===== src/rtl/mem_arbiter.sv =====
// Single-port memory arbiter: data load/store beats fetch, one read outstanding at a time.
// Define MEM_ARB_STARVE_EN to force a fetch grant after STARVE_MAX consecutive lost arbitrations.
module mem_arbiter #(
  parameter int AWIDTH     = 32,
  parameter int DWIDTH     = 32,
  parameter int STARVE_MAX = 4
) (
  input  logic                clk,
  input  logic                rst,
  input  logic                if_req_i,
  input  logic [AWIDTH-1:0]   if_addr_i,
  output logic                if_gnt_o,
  output logic                if_rvalid_o,
  output logic [DWIDTH-1:0]   if_rdata_o,
  input  logic                d_req_i,
  input  logic                d_we_i,
  input  logic [AWIDTH-1:0]   d_addr_i,
  input  logic [DWIDTH-1:0]   d_wdata_i,
  input  logic [DWIDTH/8-1:0] d_wmask_i,
  output logic                d_gnt_o,
  output logic                d_rvalid_o,
  output logic [DWIDTH-1:0]   d_rdata_o,
  output logic                mem_req_o,
  output logic                mem_we_o,
  output logic [AWIDTH-1:0]   mem_addr_o,
  output logic [DWIDTH-1:0]   mem_wdata_o,
  output logic [DWIDTH/8-1:0] mem_wmask_o,
  input  logic                mem_rvalid_i,
  input  logic [DWIDTH-1:0]   mem_rdata_i
);

  typedef enum logic {IDLE, WAIT_RD} state_t;

  state_t state, state_nxt;
  logic   owner, owner_nxt;
  logic   force_fetch, d_win, if_win;

  if (STARVE_MAX < 1 || STARVE_MAX > 15) begin : g_starve_range
    $error("mem_arbiter: STARVE_MAX must lie in 1..15");
  end

`ifdef MEM_ARB_STARVE_EN
  localparam logic [3:0] STARVE_LIM = 4'(STARVE_MAX);
  logic [3:0] starve_cnt, starve_nxt;
`endif

  always_ff @(posedge clk) begin
    if (rst) begin
      state <= IDLE;
      owner <= 1'b0;
`ifdef MEM_ARB_STARVE_EN
      starve_cnt <= 4'd0;
`endif
    end else begin
      state <= state_nxt;
      owner <= owner_nxt;
`ifdef MEM_ARB_STARVE_EN
      starve_cnt <= starve_nxt;
`endif
    end
  end

  // Outputs are forced to 0 while rst is high so the reset cycle is clean.
  always_comb begin
    state_nxt   = state;
    owner_nxt   = owner;
    force_fetch = 1'b0;
    d_win       = 1'b0;
    if_win      = 1'b0;
    if_gnt_o    = 1'b0;
    if_rvalid_o = 1'b0;
    if_rdata_o  = '0;
    d_gnt_o     = 1'b0;
    d_rvalid_o  = 1'b0;
    d_rdata_o   = '0;
    mem_req_o   = 1'b0;
    mem_we_o    = 1'b0;
    mem_addr_o  = '0;
    mem_wdata_o = '0;
    mem_wmask_o = '0;
`ifdef MEM_ARB_STARVE_EN
    starve_nxt  = starve_cnt;
`endif
    if (!rst) begin
      case (state)
        IDLE: begin
`ifdef MEM_ARB_STARVE_EN
          force_fetch = (starve_cnt == STARVE_LIM) && if_req_i && d_req_i;
`endif
          d_win  = d_req_i && !force_fetch;
          if_win = if_req_i && !d_win;
          if (d_win) begin
            d_gnt_o     = 1'b1;
            mem_req_o   = 1'b1;
            mem_we_o    = d_we_i;
            mem_addr_o  = d_addr_i;
            mem_wdata_o = d_wdata_i;
            mem_wmask_o = d_wmask_i;
            if (!d_we_i) begin
              state_nxt = WAIT_RD;
              owner_nxt = 1'b1;
            end
          end else if (if_win) begin
            if_gnt_o   = 1'b1;
            mem_req_o  = 1'b1;
            mem_addr_o = if_addr_i;
            state_nxt  = WAIT_RD;
            owner_nxt  = 1'b0;
          end
`ifdef MEM_ARB_STARVE_EN
          if (if_win)
            starve_nxt = 4'd0;
          else if (if_req_i && d_win && starve_cnt != STARVE_LIM)
            starve_nxt = starve_cnt + 4'd1;
`endif
        end
        WAIT_RD: begin
          if (mem_rvalid_i) begin
            if (owner) begin
              d_rvalid_o = 1'b1;
              d_rdata_o  = mem_rdata_i;
            end else begin
              if_rvalid_o = 1'b1;
              if_rdata_o  = mem_rdata_i;
            end
            state_nxt = IDLE;
          end
        end
        default: state_nxt = IDLE;
      endcase
    end
  end

endmodule


===== config.mk =====
export PLATFORM = sky130hd
export DESIGN_NAME = mem_arbiter
export DESIGN_NICKNAME = d
export VERILOG_FILES = /design/src/rtl/mem_arbiter.sv
export SDC_FILE = /design/constraint.sdc
export NUM_CORES = 1
export LEC_CHECK = 0
export ABC_AREA = 1
export CORE_AREA = 4 4 104 106
export CTS_CLUSTER_SIZE = 8
export DETAILED_ROUTE_END_ITERATION = 8
export DIE_AREA = 0 0 108 110
export HOLD_SLACK_MARGIN = 0.05
export PLACE_DENSITY = 0.7
export SETUP_SLACK_MARGIN = 0.05
export SLEW_MARGIN = 20
export SYNTH_ARGS = -nofsm -noshare
export SYNTH_HDL_FRONTEND = slang
export SYNTH_SLANG_ARGS = --single-unit

===== constraint.sdc =====
create_clock -name clk -period 2.24 [get_ports clk]
set_input_delay 0.448 -clock clk [delete_from_list [all_inputs] [get_ports clk]]
set_output_delay 0.448 -clock clk [all_outputs]
set_load 0.02 [all_outputs]

### Word level (Yosys, flattened, before mapping)

Cells that the tools add are included.

* register bits: 2
* latch bits: 0
* bits in writable memories: 0
* bits in read-only memories: 0
* output and inout bits: 138
* word-level logic and storage cells: 54
* memories kept: 0

* add/sub/neg operators: 0
* multipliers: 0
* divide/modulo/power cells: 0
* order comparisons: 0
* equal/unequal tests: 1
* shifts and indexed selects: 0
* mux-type cells: 46
* bitwise logic cells: 1
* reductions and logical operators: 4

Operator list (number)
* two-way mux 32 bit: 15
* two-way mux 1 bit: 27
* two-way mux 4 bit: 3
* AND reduction 3 bit: 1
* != test 2 bit (second input constant): 1
* one-hot mux 1 bit (2 select lines): 1
* nonzero test 2 bit: 1
* logical AND 1 bit: 1
* logical NOT 1 bit: 1
* inverter 1 bit: 1

### Longest topological paths before layout

Gate-level depths: netlist of run 1.

* word-level depth: 6
* gate-level depth with buffers: 6
* gate-level depth less buffers: 5

### Least setup slack after synthesis of run 1

Ideal clock, no wire load.

* kind: input to output
* from: input rst
* to: output mem_wdata_o[10]
* data arrival time: 1.286 ns
* slack: 0.506 ns
* stages on the path: 6
* cell sequence: inv_1 -> nand2_4 -> nor2_8 -> inv_2 -> buf_6 -> nor2_1

* word-level cells in the longest chain between the ends: 1

RTL lines
* start, declared: RTL line 9 `input logic rst,`
* two-way mux 32 bit: RTL line 84 `if (!rst) begin`
* end, declared: RTL line 26 `output logic [DWIDTH-1:0] mem_wdata_o,`

No other way between the ends.

### Final worst setup path of run 1

* from: input rst
* to: output d_rdata_o[11]

* word-level cells in the longest chain between the ends: 1

RTL lines
* two-way mux 32 bit: RTL line 84
* end, declared: RTL line 22 `output logic [DWIDTH-1:0] d_rdata_o,`

No other way between the ends.

==> results of run 1 <==
[critical path, stage by stage]
cell and delay, ps:
dlygate4sd2_1 250, inv_2 90, buf_4 110, nand4_1 160, buf_4 190, clkbuf_16 170
nor2_1 100, buf_4 150
[stage by stage]
| stage | instance area [sq um] | hold WS, ps | util (%) |
|---|---|---|---|
| after global placement | 4240 | 529 | 43.3 |
| after CTS | 4430 | 546 | 45.4 |
| after detailed placement | 4240 | 540 | 43.3 |
| final | 4150 | 549 | 42.5 |
| after floorplan | 1280 | 511 | - |
| after global routing | 4150 | 579 | 42.5 |
[kinds of logic (layout without fill, tap and decap cells)]
| group | after synthesis | in the layout | synth area share, % |
|---|---|---|---|
| AND/OR/NAND/NOR | 214 | 214 | 66.1 |
| flip-flops | 2 | 2 | 3.12 |
| AO/OA/AOI/OAI | 1 | 1 | 0.389 |
| buffers and inverters | 92 | 377 | 30.4 |
[cell usage after synthesis]
cell | instances | area share [%]
nor2_1 | 103 | 30
nand2_1 | 101 | 30
inv_1 | 75 | 22
buf_2 | 9 | 3.5
nand3_1 | 4 | 1.6
buf_4 | 3 | 1.8
buf_6 | 3 | 2.6
dfxtp_1 | 2 | 3.1
inv_2 | 2 | 0.59
nand4_1 | 2 | 0.97
a21oi_1 | 1 | 0.39
nand2_4 | 1 | 0.88
nand3b_1 | 1 | 0.59
nor2_4 | 1 | 0.88
nor2_8 | 1 | 1.6
[final timing paths]
path / startpoint / endpoint / depth (start not counted)
hold reg to reg: state$_SDFF_PP0_ / state$_SDFF_PP0_ / 2
setup / recovery: rst / d_rdata_o[11] / 8
setup reg to reg: state$_SDFF_PP0_ / owner$_SDFFE_PP0P_ / 4
hold / removal: state$_SDFF_PP0_ / state$_SDFF_PP0_ / 2
[flip-flops by register name, summed over array words and instances (netlist names)]
name and cells:
owner 1, state 1
[layer usage]
metal | track usage, % | vias to the layer above | share of wire (%)
met4 | 2.16 | 2 | 0.25
met5 | 0 | - | 0.14
li1 | - | 1419 | -
met3 | 5.07 | 4 | 12
met1 | 12.2 | 1173 | 33
met2 | 26.8 | 163 | 54
[power breakdown]
| part | internal, W | switching [W] |
|---|---|---|
| Sequential | 0.0000392 | 0.00000269 |
| Clock | 0.000114 | 0.0000281 |
| Combinational | 0.000378 | 0.000303 |
[cell type report]
cell class	count	area, sq um
clock buffer	3	41.3
fill	1067	5620
inverter	77	292
multi-input combinational	215	858
sequential	2	40.0
tap	133	166
timing repair buffer	297	2750
[timing repair]
| action | 4_1_cts | 5_1_grt |
|---|---|---|
| buffers inserted | 8 | 1 |
| resized for setup | 367 | 107 |
| setup endpoints to repair | 137 | 94 |
| pin swaps | 1 | 3 |
| cloned | 2 | 1 |
| hold endpoints to repair | 0 | 0 |
==> metrics, run 1 <==
Ant. Diodes 0; fin. max-slew vios 0; pwr dens around 210 nW/um^2; # IOs 276; Die H ~110 microns; layout cells sized above 1 between 20% and 30%; final clock skew about 1 ps; first-pass GRT wire length 12,400 microns; drt drc 0; initial core utilization a little over an eighth; pre-CTS setup slack -533 ps; leakage dissipation ~2.3 nW; Clock transition at path regs ~30 ps; Routed Antenna Nets 0; startpoint types primary input; synthesized cell area approximately 1300 sq um; Finished Layout Cells just over 700; port buffer count approximately 280; Clock Sinks 2; 1st-iter DRT viols between 100 and 150; Die X-Extent approximately 110 microns; DPL Wire Length roughly 7600 microns; nature of the critical path endpoint primary output; Mapped Nets 447; Distinct cells, synth 15; CTS tree done; H-tree levels 1; Cells after Synth 309; max_cap viols 0; Crit Path Category primary input to primary output; Least-Margin Pin Slew between 300 and 400 ps; commonest non-fill, non-tap cells in the layout clkdlybuf4s50_1, nor2_1, nand2_1; Yosys warnings 0; final setup TNS 0 ps; Power, Total 0.000865 W; fin crit share a little over nine tenths; min Tclk post-route between 2000 and 2500 ps; Worst Path Arrival 1680 ps; Seq/Total Area, Yosys 3.12%; reg-to-reg slack, setup between 1000 and 1500 ps; flops & latches, synth 2; GPL Wtd Cong approximately 0.74; Via density approximately 3.8; VDD IR max roughly 170 uV; most common cell after layout, fill and taps aside clkdlybuf4s50_1; RSZ-0062 raised after global routing no; worst hold path type register to register; vias in the first global route between 2,000 and 3,000; FMAX around 470 MHz; hold buffers post-CTS 0; final hold vios 0; TritonCTS buffer count 3; largest net degree at the start of global routing 38; DR WL/cell around 13 microns; final worst slack around 110 ps; Die ar. between 10,000 and 15,000 sq um; router iterations before antenna repair 4; Final nets 734; CP max FO 16; DR vias between 2,000 and 3,000; gr usage total a little over an eighth; root buf cell clkbuf_8; final WL between 9000 and 10,000 microns; Rows 36; worst skew pair latency approximately 210 ps; outcome completed; GR Overflow Total 0; # placed instances 712; worst endpoint required time about 1800 ps; Finish-stage setup viols 0; Slew headroom between 70% and 80%; initial antenna violation count 1; P&R area growth vs syn 223%; Avg Cell Area, Syn approximately 4.2 sq um; CTS Buffer Depth 2; Core Box Area 9770 sq um
No activity file was read; power rests on OpenSTA's default activity.
==> run 2, diff against run 1 <==
--- a/config.mk
+++ b/config.mk
@@ -5,13 +5,13 @@
 export SDC_FILE = /design/constraint.sdc
 export NUM_CORES = 1
 export LEC_CHECK = 0
-export ABC_AREA = 1
-export CORE_AREA = 4 4 104 106
+export CORE_AREA = 4 4 105 107
 export CTS_CLUSTER_SIZE = 8
 export DETAILED_ROUTE_END_ITERATION = 8
-export DIE_AREA = 0 0 108 110
+export DIE_AREA = 0 0 109 111
 export HOLD_SLACK_MARGIN = 0.05
-export PLACE_DENSITY = 0.7
+export PLACE_DENSITY = 0.73
+export REMOVE_ABC_BUFFERS = 1
 export SETUP_SLACK_MARGIN = 0.05
 export SLEW_MARGIN = 20
 export SYNTH_ARGS = -nofsm -noshare
==> constraint.sdc (replaced) <==
create_clock -name clk -period 2.7 [get_ports clk]
set_input_delay 0.54 -clock clk [delete_from_list [all_inputs] [get_ports clk]]
set_output_delay 0.54 -clock clk [all_outputs]
set_load 0.02 [all_outputs]
==> metrics, run 2 <==
Slew headroom 80.0% (was 77.1%); flops & latches, synth 2 (unchanged); Largest stage delay, worst path 470 ps (was 250 ps); max_cap viols 0 (unchanged); Least-Margin Pin Slew 301 ps (was 343 ps); Cells after Synth 254 (was 309); H-tree levels 1 (unchanged); Avg Cell Area, Syn 6.58 sq um (was 4.15 sq um); CP max FO 19 (was 16); P_sw 0.000312 W (was 0.000333 W); synthesized cell area 1670 sq um (was 1280 sq um); largest net degree at the start of global routing 70 (was 38); Synth async-reset ratio 0% (unchanged); pwr dens 174 nW/um^2 (was 208 nW/um^2); logic gate share of total power 79.2% (was 78.8%); router iterations before antenna repair 4 (unchanged); fin. max-slew vios 0 (unchanged); min Tclk post-route 2580 ps; Internal Pwr Total 0.000453 W (was 0.000531 W); root buf cell clkbuf_8 (unchanged); final WL 10,100 microns (was 9200 microns); Clock Sinks 2 (unchanged); Synth Flop Type dfxtp_1 (unchanged); post-synth top area share 37.8% (was 30.1%); drt drc 0 (unchanged); FMAX roughly 390 MHz; P&R area growth vs syn 162% (was 223%); layout cells sized above 1 12.7% (was 27.4%); DR WL/cell 15.6 microns (was 12.6 microns); gr usage total 15.1% (was 13.0%); Power, Total 0.000764 W (was 0.000865 W); fillcell total 1,082 (was 1,067); Core Box Area 10,100 sq um (was 9770 sq um); Worst Path Arrival 2040 ps (was 1680 ps); TritonCTS buffer count 3 (unchanged); DPL Wire Length 8360 microns (was 7590 microns); Rows 37 (was 36); nature of the critical path endpoint primary output (unchanged); clock network power share 16.1% (was 16.4%); initial antenna violation count 0 (was 1); initial core utilization 16.5% (was 13.1%); share of power burned in registers 4.7% (was 4.8%); final hold vios 0 (unchanged); worst skew pair latency 220 ps (was 210 ps); Die ar. 12,100 sq um (was 11,900 sq um); Post-CTS Setup Inserts 0 (was 8); vias in the first global route 2,827 (was 2,639); Seq/Total Area, Yosys 2.40% (was 3.12%); worst endpoint required time 2160 ps (was 1790 ps); CTS tree done (unchanged); CTS Buffer Depth 2 (unchanged); Post-synth EDFFs 0 (unchanged); Via density 4.33 (was 3.80); leading registers by flop count owner: 1 flops, state: 1 flops (unchanged); GPL Wtd Cong 0.877 (was 0.740); cell with the most instances after synthesis and3_1 (was nor2_1); GR Overflow Total 0 (unchanged); Placed Area 4520 sq um (was 4240 sq um); worst path buffer plus inverter count 3 (was 6); synth cell count leaders and3_1, nand2_1, nand3b_1, a21oi_2, buf_2 (was nor2_1, nand2_1, inv_1, buf_2, nand3_1); Routed Antenna Nets 0 (unchanged); 1st-iter DRT viols 144 (was 113); Distinct cells, synth 21 (was 15); worst hold path type register to register (unchanged); VDD IR max 78.8 uV (was 165 uV); Clock transition at path regs 30 ps (about the same); Die X-Extent 109 microns (was 108 microns); leakage dissipation 2.45 nW (was 2.34 nW); final hold slack 572 ps (was 549 ps); CP top delay family buffers and inverters (unchanged); startpoint types primary input (unchanged); post-layout instance area 4390 sq um (was 4150 sq um); Switching Share 40.8% (was 38.6%); commonest non-fill, non-tap cells in the layout clkdlybuf4s50_1, dlygate4sd2_1, and3_1 (was clkdlybuf4s50_1, nor2_1, nand2_1); Worst path slowest cell clkdlybuf4s50_1 (was dlygate4sd2_1); final setup TNS 0 ps (unchanged); most common cell after layout, fill and taps aside clkdlybuf4s50_1 (unchanged); Area contributors post-synth and3_1, a21oi_2, nand3b_1, nand2_1, buf_6 (was nor2_1, nand2_1, inv_1, buf_2, dfxtp_1); Ant. Diodes 0 (unchanged); final clock skew 1.10 ps (was 1.01 ps); Final nets 650 (was 734); first-pass GRT wire length 14,800 microns (was 12,400 microns); RSZ-0062 raised after global routing yes (was no); outcome completed (unchanged); port buffer count 275 (unchanged); # IOs 276 (unchanged); Yosys warnings 0 (unchanged); Die H 111 microns (was 110 microns); DR vias 2,796 (was 2,761); Finish-stage setup viols 0 (unchanged); area leader, netlist and3_1 (was nor2_1); fin crit share a little over nine tenths; crit path cell chain clkdlybuf4s50_1 > or2_2 > buf_12 > a21oi_2 > dlygate4sd2_1 (was dlygate4sd2_1 > inv_2 > buf_4 > nand4_1 > buf_4 > clkbuf_16 > nor2_1 > buf_4); Crit Path Category primary input to primary output (unchanged)
==> run 2: area by class of cell <==
class	instances	area, sq um	share of cell area (%)
clock buffers	3	41.3	0.942
well taps	136	170	3.88
multi-input cells	215	1400	31.8
flip-flops and latches	2	40.0	0.913
repair buffers	290	2740	62.4
==> run 2: final timing paths <==
kind / startpoint / end / slack, ps / cells past startpoint
min: owner$_SDFFE_PP0P_ / owner$_SDFFE_PP0P_ / 570 / 2
max reg2reg: state$_SDFF_PP0_ / state$_SDFF_PP0_ / 1480 / 3
max: rst / mem_addr_o[2] / 120 / 5
min reg2reg: owner$_SDFFE_PP0P_ / owner$_SDFFE_PP0P_ / 570 / 2
==> run 2: worst min-delay path, cell delays in order (launching register included) <==
cell       delay, ps
dfxtp_1          320
nor2_1           140
a2111oi_2         60
==> run 2: repair_timing <==
item | 4_1_cts | 5_1_grt
gates resized for setup | 139 | 45
endpoints found under the setup margin | 138 | 34
hold endpoints to repair | 0 | 0
hold buffers | 0 | 0
==> run 2: routing by layer <==
metal  GRT usage (%)  vias to the layer above  wire (microns)
met4            2.44                        0             133
met3            3.15                       11             818
met2            28.7                      115            5310
met5               0                        -               0
met1            17.0                     1259            3820
li1                -                     1411               -
==> run 2: metrics by stage <==
stage	instances	worst slack [ps]	util (%)
2_1_floorplan	217	213	-
3_3_place_gp	643	-179	44.6
3_5_place_dp	643	-188	44.6
4_1_cts	646	77.2	43.4
5_1_grt	646	25.9	43.3
6_report	646	125	43.3
==> run 2: power by group through the flow <==
stage          clock network [W]  logic (W)  registers (W)
6_report                0.000123   0.000605      0.0000361
2_1_floorplan                  0   0.000225      0.0000350
5_1_grt                 0.000127   0.000650      0.0000360
3_3_place_gp                   0   0.000647      0.0000358
3_5_place_dp                   0   0.000657      0.0000361
4_1_cts                 0.000127   0.000609      0.0000357
==> run 2: cells by family after synthesis <==
kind of cell	count (synthesis)	share of synthesized area, %
compound gates	35	18.6
simple gates	180	64.5
flops	2	2.40
buf+inv	37	14.5
